==> src/rtl/seq_counter_ctrl.sv <==
// seq_counter_ctrl: button-driven run/pause/clear FSM gating a prescaled modulo-MOD up/down counter
// with synchronous load and a registered terminal-count pulse; feeds the 7-segment decoder.
module seq_counter_ctrl #(
    parameter int DIV = 4,
    parameter int MOD = 10
) (
    input  logic       clk,
    input  logic       rst,
    input  logic       start_btn,
    input  logic       stop_btn,
    input  logic       dir,
    input  logic       load,
    input  logic [3:0] load_val,
    output logic       qd,
    output logic       qc,
    output logic       qb,
    output logic       qa,
    output logic       tc,
    output logic       running
);
    localparam int PW = $clog2(DIV);
    localparam logic [3:0] MAX = 4'(MOD - 1);
    typedef enum logic [1:0] {IDLE, RUN, PAUSE} state_t;
    state_t state, nxt;
    logic [1:0] start_sync, stop_sync;
    logic start_prev, stop_prev, start_p, stop_p, tick, clear, wrap;
    logic [PW-1:0] pre;
    logic [3:0] cnt, cnt_nxt;
    assign start_p = start_sync[1] & ~start_prev;
    assign stop_p  = stop_sync[1] & ~stop_prev;
    assign clear   = state == PAUSE && stop_p;
    assign tick    = state == RUN && pre == PW'(DIV - 1);
    assign wrap    = dir ? cnt == MAX : cnt == 4'd0;
    assign {qd, qc, qb, qa} = cnt;
    // stop outranks start when both pulse together
    always_comb begin
        nxt = stop_p ? (state == RUN ? PAUSE : state == PAUSE ? IDLE : state)
            : (start_p && state != RUN) ? RUN : state;
        cnt_nxt = clear ? 4'd0
                : load ? (load_val > MAX ? MAX : load_val)
                : tick ? (dir ? (wrap ? 4'd0 : cnt + 4'd1) : (wrap ? MAX : cnt - 4'd1))
                : cnt;
    end
    always_ff @(posedge clk or posedge rst) begin
        if (rst) begin
            start_sync <= '0;
            stop_sync  <= '0;
            start_prev <= 1'b0;
            stop_prev  <= 1'b0;
            state      <= IDLE;
            running    <= 1'b0;
            pre        <= '0;
            cnt        <= 4'd0;
            tc         <= 1'b0;
        end else begin
            start_sync <= {start_sync[0], start_btn};
            stop_sync  <= {stop_sync[0], stop_btn};
            start_prev <= start_sync[1];
            stop_prev  <= stop_sync[1];
            state      <= nxt;
            running    <= nxt == RUN;
            pre        <= state == RUN ? (tick ? '0 : pre + 1'b1) : state == IDLE ? '0 : pre;
            cnt        <= cnt_nxt;
            tc         <= tick && !load && !clear && wrap;
        end
    end
endmodule
==> config.mk <==
export PLATFORM = sky130hd
export DESIGN_NAME = seq_counter_ctrl
export DESIGN_NICKNAME = d
export VERILOG_FILES = /design/src/rtl/seq_counter_ctrl.sv
export SDC_FILE = /design/constraint.sdc
export NUM_CORES = 1
export LEC_CHECK = 0
export ABC_AREA = 0
export BUFFER_PORTS_ARGS = -buffer_cell sky130_fd_sc_hd__buf_4
export CELL_PAD_IN_SITES_DETAIL_PLACEMENT = 0
export CELL_PAD_IN_SITES_GLOBAL_PLACEMENT = 1
export CORE_UTILIZATION = 39
export CTS_BUF_LIST = sky130_fd_sc_hd__clkbuf_8
export DETAILED_ROUTE_END_ITERATION = 12
export GPL_ROUTABILITY_DRIVEN = 0
export HOLD_SLACK_MARGIN = 0.1
export PLACE_DENSITY = 0.77
export REMOVE_ABC_BUFFERS = 1
export SLEW_MARGIN = 20
export SYNTH_ARGS = -nofsm -noshare
export SYNTH_HDL_FRONTEND = slang
export SYNTH_SLANG_ARGS = --single-unit
==> constraint.sdc <==
create_clock -name clk -period 1.55 [get_ports clk]
set_input_delay 0.465 -clock clk [delete_from_list [all_inputs] [get_ports clk]]
set_output_delay 0.465 -clock clk [all_outputs]
set_load 0.01 [all_outputs]
Yosys cells after proc, flatten, opt, wreduce, memory -nomap -nowiden
Cells that the tools add are included.
Operators by class
  equality and inequality tests: 6
  mux-type cells: 15
  magnitude comparators: 1
  bitwise gates (word level): 4
  reduce and logical (&&, ||, !) cells: 12
  add/sub/neg operators: 3
Operators by type and width (number)
  $mux W4: 7
  $mux W2: 7
  $logic_and A1 B1 Y1: 6
  $add A4 B1 Y4 const B: 1
  $eq A2 B1 Y1 const B: 2
  $eq A2 B2 Y1 const B: 2
  $eq A4 B4 Y1 const B: 1
  $gt A4 B4 Y1 const B: 1
  $logic_not A4 Y1: 1
  $sub A4 B1 Y4 const B: 1
  $reduce_bool A3 Y1: 1
  $add A2 B1 Y2 const B: 1
  $and A1 B1 Y1: 2
  $logic_not A1 Y1: 2
  $logic_not A2 Y1: 1
  $ne A2 B1 Y1 const B: 1
  $not A1 Y1: 2
  $reduce_bool A2 Y1: 1
  $mux W1: 1
Storage, ports and cells
  word-level logic and storage cells: 50
  register bits after elaboration: 16
  bits of input ports: 10

Depth between registers and ports, before layout
  word-level depth: 7
  depth in mapped cells: 6
  gate-level depth less buffers: 6

Worst setup path after synthesis
OpenSTA, ideal clock, no wires.
  path type: reg-to-reg
  from: reg cnt[0]
  to: reg cnt[0]
  period minus slack after synthesis: 1.498 ns
  setup slack: 0.052 ns
  setup time: 0.077 ns
  stages on the path, launching flop included: 7
  data arrival time: 1.420 ns
  buffers on the path: 0
  path through: dfrtp_1 inv_1 ha_1 or3b_1 a21oi_1 o311ai_1 a21oi_1
On the way
  cells in the longest elaborated chain, start to end: 7
  elaborated cells on any way between the ends: 11
  classes of those cells: add/sub: 2; eq/ne: 1; mux: 7; reduce/logical: 1
Ends and longest elaborated chain
  start, declared: line 28  | logic [3:0] cnt, cnt_nxt;
  start signal, assigned: line 63  | cnt <= cnt_nxt;
  parallel branches: the longest is 3 deep, another holds $sub A4 B1 Y4
  $mux W4 * (2 in series): line 41  | : tick ? (dir ? (wrap ? 4'd0 : cnt + 4'd1) : (wrap ? MAX : cnt - 4'd1))
  $mux W4 *: line 40  | : load ? (load_val > MAX ? MAX : load_val)
  $mux W4 *: line 39  | cnt_nxt = clear ? 4'd0
Mark *: on every way between the ends. The select of a mux whose other input is x is not followed.
A chain may end at the register's enable or synchronous reset.

Final worst setup path
Ends and elaborated chain as after synthesis.

==> reports/qor.yml <==
setup_path:
  crit_slowest_cell: "dfrtp_1"
  critPathRequiredTime_ps: 1700
  timing.rr.end: "cnt[0]"
  critical_path_depth: 6
  critPathMaxStageDelay_ps: 410
  cp_top_family: "flip-flops"
  endpoint: "cnt[0]"
  worstPathCellList: "inv_2, ha_4, or3b_1, a21oi_2, o311ai_1, a21oi_1"
  r2r_slack_ps: 40
  crit_path_end_kind: "flop"
  cp-start-kind: "flop"
  critPathKind: "reg -> reg"
  rr_worst_depth: 6
  cp_max_fo: 5
  startpoint: "cnt[0]"
  crit_buf_inv: 1
  worstReg2RegStart: "cnt[0]"
  arrival_ps: 1660
sta:
  fin_crit_ps: 1510
  tightest_slew_ps: 608
  finalSetupViolations: 0
  hold_viol: 0
  finalCritPeriodShare_pct: 97.1
  holdWs_ps: 297
  setup_slack_ps: 44.2
  max_freq_ghz: 0.664
  maxSlewHeadroom_pct: 59.4
  fin_skew_ps: 5.66
  final_max_slew_viol_count: 0
  rsz0062_at_grt: "yes"
cells_and_area:
  layout-drive-gt1-share_pct: 28.2
  fillers: 180
  fin_cells: 130
  multi_input_area_um2: 410
  final_area_um2: 1060
  regArea_um2: 400
  antennaDiodeCount: 0
  syn2layout_area_growth_pct: 27.8
  finalNetCount: 119
  fin_util_pct: 53.4
synthesis:
  synth_compound_area_share_pct: 15.7
  syn-cell-area_um2: 828
  postSynth.asyncResetShare_pct: 100
  synth_xor_area_share_pct: 2.11
  synth_warnings: 0
  synth_top_family_by_area: "simple AND/OR/NAND/NOR gates"
  syn_inst: 81
  synth_edf_count: 0
  avgSynthCellArea_um2: 10.2
  synth_seq_area_share_pct: 48.3
  synthAdderAreaFrac_pct: 6.04
  synth.area.mux_share_pct: 0
  yosys.area_share.simple_pct: 23.7
  synth.distinct_cells: 30
  synth_ff_type: "dfrtp_1"
  synth_seq_cells: 16
power:
  clockPowerShare_pct: 23.5
  power.ir.vdd_worst_uv: 651
  p_int_mw: 0.867
  p_sw_mw: 0.384
  p_leak_nw: 0.501
  powerDensity_nw_per_um2: 1180
  seq_power_share_pct: 44.3
  p_comb_share_pct: 32.3
  power.switching_fraction_pct: 30.7
global_route:
  gr-total-overflow: 0
  grt_pass1_wl_um: 2560
  grt_max_degree: 17
  antenna_found_initial: 0
  grt_usage_pct: 16.9
  first_global_vias: 556
placed_design:
  dp.cells: 127
  port_buffers: 15
  post-dp-hpwl_um: 1270
  place_area_um2: 1000
  pre_cts_slack_ps: -19.4
floorplan:
  ioPinCount: 16
  rows: 16
  die_h_um: 48.1
  initial_core_util_pct: 41.8
  die_w_um: 48.1
  die-area_um2: 2310
  coreArea_um2: 1980
cts:
  clockBufferDepth: 2
  path_clk_slew_ps: 60
  cts_tree: "yes"
  clk_latency_ps: 240
  cts_sinks: 16
  htreeDepth: 1
  cts-root-buf: "clkbuf_8"
  cts_buffers: 3
routing:
  vias_per_cell: 5.08
  num_vias: 660
  finalWirelength_um: 1660
  ant_nets: 0
  drtIter0Drc: 9
  drt_pass1_iterations: 4
  wl_per_cell_um: 12.8
  drc: 0
worst_hold_path:
  min_path_type: "in -> async"
run_status:
  status: "complete, no violations"
flow_run:
  drv_cap: 0
==> per-layer routing <==
| layer | vias to the layer above | GRT usage [%] | share of wire (%) |
|---|---|---|---|
| met5 | - | 0 | 0 |
| met4 | 0 | 6.67 | 0 |
| met3 | 0 | 4.53 | 2.0 |
| met2 | 11 | 24.1 | 48 |
| met1 | 316 | 24.4 | 50 |
| li1 | 333 | - | - |
==> repair_timing <==
action	in CTS	in global routing
gates resized for setup	4	2
hold buffers	0	0
setup buffers	0	0
pin swaps	3	1
setup endpoints to repair	1	4
==> power groups by stage <==
| stage | sequential, mW | clock, mW | combinational [mW] |
|---|---|---|---|
| 2_1_floorplan | 0.560 | 0 | 0.204 |
| 3_3_place_gp | 0.553 | 0 | 0.370 |
| 3_5_place_dp | 0.557 | 0 | 0.380 |
| 4_1_cts | 0.552 | 0.311 | 0.398 |
| 5_1_grt | 0.568 | 0.331 | 0.444 |
| 6_report | 0.554 | 0.294 | 0.404 |
==> layout make-up <==
class | instances | area share (%)
clock buffer | 3 | 3.90
tap | 27 | 3.19
inverter | 4 | 1.42
sequential | 16 | 37.8
multi-input combinational | 59 | 38.8
timing repair buffer | 21 | 14.9
==> cell usage in the layout (no fill, tap or decap), drive strengths merged <==
cell    count
and3        1
nor3b       2
or3b        1
or4         1
ha          4
nor2b       3
inv         4
o311ai      1
and2b       1
o21ai       6
a31oi       2
a21oi       5
a21o        1
nor4b       1
clkbuf      3
nand3       1
nand2b      3
a41o        1
xor2        2
buf        21
o22ai       2
o221ai      1
nand2      10
a22oi       2
nand3b      4
nor2        2
or2b        1
nor3        1
dfrtp      16
==> how the worst min path moves through the flow <==
stage / slack [ps] / end
after floorplan: 330 / start_sync[1]
after global placement: 330 / start_sync[1]
after detailed placement: 340 / stop_sync[1]
after CTS: 300 / state[0]
after global routing: 320 / start_sync[0]
final: 300 / cnt[2]
==> worst register-to-register path: stages (launching register included) <==
cell and delay, ps:
dfrtp_1 410, inv_2 100, ha_4 150, or3b_1 360
a21oi_2 130, o311ai_1 90, a21oi_1 170
==> sequential cells by signal (all words and copies together), names as in the netlist <==
register    cells
cnt             4
tc              1
pre             2
start_sync      2
stop_sync       2
start_prev      1
state           2
stop_prev       1
running         1
==> synthesized netlist by cell type (2+ instances only) <==
cell type,instances,area (µm²)
nand2_1,10,37.5
nand2b_1,3,18.8
a31oi_1,2,12.5
a21oi_1,5,25.0
inv_1,4,15.0
a22oi_1,2,15.0
dfrtp_1,16,400
nor2b_1,3,18.8
o21ai_0,6,30.0
o22ai_1,2,12.5
nor3b_1,2,15.0
nor2_1,2,7.51
ha_1,4,50.1
xor2_1,2,17.5
nand3b_1,3,22.5
==> per-stage QoR <==
stage	total power, mW	TNS [ps]
5_1_grt	1.34	-48.0
6_report	1.25	0
2_1_floorplan	0.763	0
3_3_place_gp	0.923	-52.4
4_1_cts	1.26	0
3_5_place_dp	0.938	-19.4
==> cells by family after synthesis <==
kind of cell               count (synthesis)
AOI/OAI and AO/OA                         21
xor gates and xnor gates                   2
adders and majority gates                  4
buffers and inverters                      6
DFF                                       16
and+or+nand+nor                           32
(Power assumes the default switching activity.)
